<file path="src/rtl/conv_ram_arbiter.sv">
// Arbiter sharing the single-port conv SRAM wrapper between the image loader (port 0)
// and the convolution engine (port 1): round-robin per access, optional locked bursts.
module conv_ram_arbiter #(
    parameter int unsigned ADDR_WIDTH = 10,
    parameter int unsigned DATA_WIDTH = 8,
    parameter int unsigned MAX_BURST  = 16
) (
    input  logic                  clk,
    input  logic                  rst_n,
    input  logic [1:0]            req_i,
    input  logic [1:0]            we_i,
    input  logic [1:0]            lock_i,
    input  logic [ADDR_WIDTH-1:0] addr0_i,
    input  logic [ADDR_WIDTH-1:0] addr1_i,
    input  logic [DATA_WIDTH-1:0] wdata0_i,
    input  logic [DATA_WIDTH-1:0] wdata1_i,
    output logic [1:0]            gnt_o,
    output logic [1:0]            rvalid_o,
    output logic [DATA_WIDTH-1:0] rdata_o,
    output logic                  ram_write_en,
    output logic                  ram_read_en,
    output logic [ADDR_WIDTH-1:0] ram_addr,
    output logic [DATA_WIDTH-1:0] ram_data_in,
    input  logic [DATA_WIDTH-1:0] ram_data_out,
    input  logic                  ram_ry
);

    localparam int unsigned CNT_WIDTH = $clog2(MAX_BURST + 1);
    localparam bit          LOCK_EN   = (MAX_BURST > 1);

    typedef enum logic [1:0] {
        IDLE = 2'd0,
        OWN0 = 2'd1,
        OWN1 = 2'd2
    } state_t;

    state_t               state_q, state_d;
    logic                 last_gnt_q, last_gnt_d;
    logic [CNT_WIDTH-1:0] burst_cnt_q, burst_cnt_d;
    logic [CNT_WIDTH-1:0] cnt_inc;
    logic                 burst_done;
    logic [1:0]           gnt;
    logic [1:0]           rvalid_q;

    assign cnt_inc    = burst_cnt_q + CNT_WIDTH'(1);
    assign burst_done = (cnt_inc >= CNT_WIDTH'(MAX_BURST));

    // State, ownership history and burst length
    always_ff @(posedge clk or negedge rst_n) begin
        if (!rst_n) begin
            state_q     <= IDLE;
            last_gnt_q  <= 1'b1;
            burst_cnt_q <= '0;
            rvalid_q    <= '0;
        end else begin
            state_q     <= state_d;
            last_gnt_q  <= last_gnt_d;
            burst_cnt_q <= burst_cnt_d;
            rvalid_q    <= gnt & ~we_i;
        end
    end

    // Grant selection and next-state; a busy SRAM freezes everything
    always_comb begin
        state_d     = state_q;
        last_gnt_d  = last_gnt_q;
        burst_cnt_d = burst_cnt_q;
        gnt         = 2'b00;
        if (rst_n && ram_ry) begin
            unique case (state_q)
                IDLE: begin
                    if (req_i == 2'b11) begin
                        gnt = last_gnt_q ? 2'b01 : 2'b10;
                    end else begin
                        gnt = req_i;
                    end
                    if (LOCK_EN && gnt[0] && lock_i[0]) begin
                        state_d     = OWN0;
                        burst_cnt_d = CNT_WIDTH'(1);
                    end else if (LOCK_EN && gnt[1] && lock_i[1]) begin
                        state_d     = OWN1;
                        burst_cnt_d = CNT_WIDTH'(1);
                    end
                end
                OWN0: begin
                    gnt = {1'b0, req_i[0]};
                    if (req_i[0]) begin
                        if (!lock_i[0] || burst_done) begin
                            state_d     = IDLE;
                            burst_cnt_d = '0;
                        end else begin
                            burst_cnt_d = cnt_inc;
                        end
                    end else if (!lock_i[0]) begin
                        state_d     = IDLE;
                        burst_cnt_d = '0;
                    end
                end
                OWN1: begin
                    gnt = {req_i[1], 1'b0};
                    if (req_i[1]) begin
                        if (!lock_i[1] || burst_done) begin
                            state_d     = IDLE;
                            burst_cnt_d = '0;
                        end else begin
                            burst_cnt_d = cnt_inc;
                        end
                    end else if (!lock_i[1]) begin
                        state_d     = IDLE;
                        burst_cnt_d = '0;
                    end
                end
                default: begin
                    state_d     = IDLE;
                    burst_cnt_d = '0;
                end
            endcase
            if (gnt[0]) begin
                last_gnt_d = 1'b0;
            end else if (gnt[1]) begin
                last_gnt_d = 1'b1;
            end
        end
    end

    // SRAM drive: grant is one-hot, so the two enables are mutually exclusive
    always_comb begin
        ram_write_en = |(gnt & we_i);
        ram_read_en  = |(gnt & ~we_i);
        ram_addr     = '0;
        ram_data_in  = '0;
        if (gnt[1]) begin
            ram_addr    = addr1_i;
            ram_data_in = wdata1_i;
        end else if (gnt[0]) begin
            ram_addr    = addr0_i;
            ram_data_in = wdata0_i;
        end
    end

    assign gnt_o    = gnt;
    assign rvalid_o = rvalid_q;
    // SRAM Q is already registered inside the wrapper; pass it through when qualified
    assign rdata_o  = (|rvalid_q) ? ram_data_out : '0;

endmodule
</file>
<file path="config.mk">
export PLATFORM = sky130hd
export DESIGN_NAME = conv_ram_arbiter
export DESIGN_NICKNAME = d
export VERILOG_FILES = /design/src/rtl/conv_ram_arbiter.sv
export SDC_FILE = /design/constraint.sdc
export NUM_CORES = 1
export LEC_CHECK = 0
export CAP_MARGIN = 5
export CORE_MARGIN = 3
export CORE_UTILIZATION = 26
export DETAILED_ROUTE_END_ITERATION = 12
export HOLD_SLACK_MARGIN = 0.1
export PLACE_DENSITY = 0.75
export SLEW_MARGIN = 20
export SYNTH_ARGS = -nofsm -noshare
export SYNTH_HDL_FRONTEND = slang
export SYNTH_SLANG_ARGS = --single-unit
</file>
<file path="constraint.sdc">
create_clock -name clk -period 2.1 [get_ports clk]
set_clock_uncertainty 0.05 [all_clocks]
set_input_delay 0.525 -clock clk [delete_from_list [all_inputs] [get_ports clk]]
set_output_delay 0.525 -clock clk [all_outputs]
set_load 0.02 [all_outputs]
</file>
==> out/qor.csv, run 1 <==
metric,value,unit
Finished Layout Cells,253,
Vias,1233,
drt wl/cell,16.4,µm
top-area cell type share of the netlist area,26.4,%
Final GP Congestion,0.892,
max_slew headroom,78.2,%
Hold Path Class,input pin to asynchronous set/reset pin,
Final Hold Vio Count,0,
fillcell total,232,
post-route setup TNS,-3.20,ns
crit share post-route,108,%
WP data required,1.52,ns
unrepaired setup endpoints after global routing,true,
Setup crit start kind,register,
CTS Buf Count,3,
CP endpoint kind,output port,
"Seq/Total Area, Yosys",29.5,%
CTS H-Tree Depth,1,
Antenna Nets Post-Route,0,
min Tclk post-route,2.28,ns
largest cells by area after synthesis,"dfrtp_1 26%, a22o_1 20%, nor2b_1 5.9%, dfstp_2 3.1%, o2bb2ai_1 3.1%",
core area,3080,µm²
Slew Limit Fails,0,
final setup vio count,22,
total grt overflow,0,
"Clk Latency, worst-skew pair",0.27,ns
final setup margin,-0.178,ns
Root Driver,clkbuf_4,
Nets,264,
register bit count reported by yosys,10,
syn_nets,147,
pin count of the biggest net entering global routing,11,
Power Density,617,nW/µm²
Synth area leader,dfrtp_1,
Port Buffers,84,
Area after DPL,1890,µm²
Post-Syn Area,852,µm²
share of cells above drive strength 1,37.3,%
CTS tree,yes,
fin area,2140,µm²
"Distinct cells, synth",37,
first-pass GRT wire length,6490,µm
Ports,85,
Ant. Diodes,0,
Pleak,0.959,nW
failing checks,setup timing,
cell count after synthesis,93,
initial antenna violation count,0,
DP Cell Count,236,
Die X,63.2,µm
hpwl dp,2920,µm
Die H,63.2,µm
via-per-instance ratio,4.87,
max_cap viols,0,
critical path arrival,1.70,ns
CP Class,register to output port,
Final Core Density,69.4,%
Max Fclk,439,MHz
status,"finished, violations left",
CTS sink count,10,
Total Wirelength,4150,µm
CTS Hold Bufs,0,
Longest Clk Path Bufs,2,
maximum VDD drop,0.585,mV
Starting Density,27.7,%
Ys Warns,0,
iteration-0 DRC count of the detailed router,32,
Clock transition at path regs,0.07,ns
# rows,20,
DIE AREA,4000,µm²
P&R area growth vs syn,151,%
worst slew pin tran,0.323,ns
CP Max Fanout,6,
drt pass-1 iters,4,
Syn Area/Cell,9.16,µm²
vias in the first global route,1266,
drc violations,0,
GRT Util Overall,20.5,%
[critical path, cell delays in order (launching register included)]
cell and delay [ns]:
dfrtp_1 0.38, buf_4 0.13, and2b_2 0.24, a21oi_4 0.23
buf_6 0.17, a21o_1 0.15, buf_6 0.13
[repair_timing]
item	4_1_cts	5_1_grt
pin swaps	24	6
gates resized for setup	179	2
setup buffers	10	1
gates cloned	5	0
endpoints found under the setup margin	36	30
[where the power goes]
group          leakage (nW)  internal [mW]  switching (mW)
sequential            0.131          0.245          0.0393
clock                0.0150         0.0735          0.0729
combinational         0.813          0.505           0.383
[cells in the final DEF (no fill, tap or decap), drive strengths merged, types with 2 or more instances in the layout]
master / count
clkdlybuf4s50: 50
buf: 55
dlygate4sd2: 8
dfrtp: 9
inv: 2
nor2: 4
a21oi: 3
o311ai: 2
clkdlybuf4s15: 3
clkbuf: 4
o2bb2ai: 3
nand3: 2
or2b: 2
and2: 4
a22o: 19
o21ai: 2
or2: 2
nand2: 5
nor2b: 8
mux2: 2
nand2b: 3
[logic make-up (layout without fill, tap and decap cells)]
| group | after synthesis | in the layout | synth area share (%) |
|---|---|---|---|
| muxes | 2 | 2 | 2.64 |
| adders and majority gates | 1 | 1 | 1.47 |
| AOI/OAI and AO/OA | 36 | 36 | 36.1 |
| xor gates and xnor gates | 1 | 1 | 1.03 |
| DFF | 10 | 10 | 29.5 |
| buffers and inverters | 6 | 122 | 2.94 |
| and+or+nand+nor | 37 | 37 | 26.3 |
[flip-flops by register name, indices dropped and copies added, names as in the netlist]
signal       cells
rvalid_o         2
state_q          2
last_gnt_q       1
burst_cnt_q      5
[cell type report]
cell class	instances	area [µm²]	share of cell area (%)
clock buffers	4	26.3	1.23
flip-flops and latches	10	251	11.8
well taps	44	55.1	2.58
multi-input cells	77	638	29.9
inverters	2	7.51	0.351
repair buffers	116	1160	54.2
[stage by stage]
| step | setup WS, ns | total power [mW] | hold WS (ns) |
|---|---|---|---|
| 2_1_floorplan | -0.0781 | 0.623 | 0.179 |
| 3_5_place_dp | -1.03 | 1.01 | 0.444 |
| 3_3_place_gp | -1.00 | 0.990 | 0.443 |
| 4_1_cts | -0.275 | 1.32 | 0.226 |
| 6_report | -0.178 | 1.32 | 0.226 |
| 5_1_grt | -0.244 | 1.40 | 0.235 |
[metal layers]
metal / share of wire [%] / up-vias / GRT usage (%) / wire (µm)
li1: - / 592 / - / -
met1: 37 / 578 / 21.7 / 1520
met2: 52 / 55 / 38.1 / 2170
met3: 8.2 / 8 / 6.24 / 342
met4: 2.6 / 0 / 7.55 / 109
met5: 0 / - / 0 / 0
[synthesized netlist by cell type]
cell	number
nand2_1	5
or3_1	1
nand2b_1	3
nand3_1	2
or2_2	2
a21oi_1	3
a31oi_1	1
buf_2	2
dfrtp_1	9
dfstp_2	1
nor2b_1	8
or2b_1	1
mux2_2	2
or4b_4	1
or2b_2	1
xnor2_1	1
inv_1	2
and2b_2	1
a22o_1	19
and3_1	1
o2bb2ai_1	3
and2_2	1
a21o_1	1
a221o_1	1
clkbuf_1	2
o21ai_0	2
nor4_1	1
nor4bb_1	1
nor3_1	1
ha_1	1
a311oi_2	1
o311ai_0	2
and2_1	3
o211ai_1	1
o22a_4	1
nor2_1	4
a221oi_1	1
[worst paths after layout]
path	start	endpoint	slack (ns)	cells after the start
setup / recovery	state_q[1]	ram_read_en	-0.18	6
hold / removal	rst_n	rvalid_o[0]	0.23	2
setup reg to reg	state_q[1]	state_q[1]	0.13	6
hold reg to reg	burst_cnt_q[3]	burst_cnt_q[3]	0.46	1
max in group asynchronous	rst_n	last_gnt_q	1.55	2
min in group clk	burst_cnt_q[3]	burst_cnt_q[3]	0.46	1
No activity file was read; power rests on OpenSTA's default activity.
==> inputs of run 2 (changes only) <==
Settings changed: CAP_MARGIN 5 to 30.
==> results of run 2 <==
Final layout, timing and power as in run 1 (identical DEF).
==> inputs of run 3 (changes only) <==
Settings changed: CTS_CLUSTER_SIZE set to 24, PLACE_DENSITY 0.75 to 0.79.
==> out/qor.csv, run 3 (synthesis results as in run 1) <==
metric,value,unit
status,"finished, violations left",
failing checks,setup timing,
Final GP Congestion,0.918,
P&R area growth vs syn,157,%
iteration-0 DRC count of the detailed router,51,
drc violations,0,
max_slew headroom,74.8,%
Comb pwr share,66.2,%
CP endpoint kind,output port,
worst slew pin tran,0.372,ns
first-pass GRT wire length,7130,µm
crit share post-route,111,%
Hold Path Class,input pin to asynchronous set/reset pin,
share of cells above drive strength 1,39.2,%
min Tclk post-route,2.32,ns
sw power,0.505,mW
Slew Limit Fails,0,
DIE AREA,4000,µm²
total grt overflow,0,
R2R cell count,7,
GRT Util Overall,23.1,%
CP Class,input pin to output port,
Power Density,623,nW/µm²
Setup crit start kind,input pin,
"commonest non-fill, non-tap cells in the layout","50 x clkdlybuf4s50_1, 33 x buf_6, 20 x buf_4",
maximum VDD drop,0.711,mV
Clk pwr share,13.0,%
switch share,37.0,%
Die X,63.2,µm
unrepaired setup endpoints after global routing,true,
Place WS,-1.00,ns
via-per-instance ratio,5.01,
worst setup path startpoint,req_i[1],
Longest Clk Path Bufs,2,
Vias,1283,
max_cap viols,0,
initial antenna violation count,0,
CTS sink count,10,
Nets,267,
max reg flops,5,
core area,3080,µm²
pin count of the biggest net entering global routing,11,
CP Max Fanout,5,
Max Fclk,431,MHz
Clock transition at path regs,0.07,ns
drt wl/cell,18.3,µm
CTS tree,yes,
Die H,63.2,µm
FF-to-FF Start,state_q[0],
Ports,85,
Ant. Diodes,0,
Port Buffers,84,
CTS H-Tree Depth,1,
WP data required,1.52,ns
most flop-heavy register,burst_cnt_q,
"commonest non-fill, non-tap cell in the layout",clkdlybuf4s50_1,
vias in the first global route,1332,
"Clk Latency, worst-skew pair",0.27,ns
Total Wirelength,4680,µm
Root Driver,clkbuf_4,
final setup vio count,22,
share of power burned in registers,20.8,%
# rows,20,
CTS Hold Bufs,0,
final setup margin,-0.221,ns
hpwl dp,3100,µm
Antenna Nets Post-Route,0,
Starting Density,27.7,%
CTS Buf Count,3,
Pint,0.862,mW
critical path arrival,1.75,ns
post-route setup TNS,-3.76,ns
Pleak,0.989,nW
drt pass-1 iters,4,
Final Hold Vio Count,0,
run 3: final timing paths:
kind	end	slack, ns
max	ram_data_in[1]	-0.22
min	rvalid_o[1]	0.23
max reg2reg	burst_cnt_q[1]	0.10
min reg2reg	burst_cnt_q[3]	0.47
max in group asynchronous	last_gnt_q	1.55
min in group clk	burst_cnt_q[3]	0.47
run 3: metrics by stage:
step / power, mW / hold WS [ns] / area, µm² / cells / utilization (%)
2_1_floorplan: 0.623 / 0.179 / 860 / 93 / -
3_3_place_gp: 0.976 / 0.444 / 1890 / 236 / 61.4
3_5_place_dp: 1.00 / 0.459 / 1890 / 236 / 61.4
4_1_cts: 1.32 / 0.225 / 2160 / 253 / 70.1
5_1_grt: 1.45 / 0.225 / 2190 / 256 / 71.3
6_report: 1.37 / 0.232 / 2190 / 256 / 71.3
run 3: power groups by stage:
stage	logic, mW	registers [mW]	clock network (mW)
6_report	0.905	0.285	0.178
4_1_cts	0.858	0.282	0.183
5_1_grt	0.963	0.290	0.196
2_1_floorplan	0.330	0.292	0
3_5_place_dp	0.724	0.279	0
3_3_place_gp	0.702	0.275	0
run 3: what timing repair did:
item                                    CTS  global route
endpoints found under the setup margin   36            30
pin swaps                                23             4
cloned                                    4             1
buffers inserted                          9             5
resized for setup                       177             8
run 3: worst max-delay path, stage by stage:
cell and delay (ns):
clkdlybuf4s15_2 0.22, nand2b_4 0.07, buf_6 0.12, nor2_4 0.11
nor3_4 0.06, buf_6 0.12, clkbuf_16 0.14, a22o_1 0.24
buf_6 0.14
run 3: metal layers:
layer | up-vias | global-route usage, % | part of all wire (%)
li1 | 603 | - | -
met1 | 621 | 24.2 | 35
met2 | 47 | 45.5 | 56
met3 | 12 | 5.53 | 5.5
met4 | 0 | 5.93 | 3.2
met5 | - | 0 | 0
run 3: cell type report:
cell class	count	area [µm²]
clock buffer	4	36.3
multi-input combinational	77	629
timing repair buffer	119	1210
inverter	2	7.51
tap	44	55.1
fill	231	885
sequential	10	251
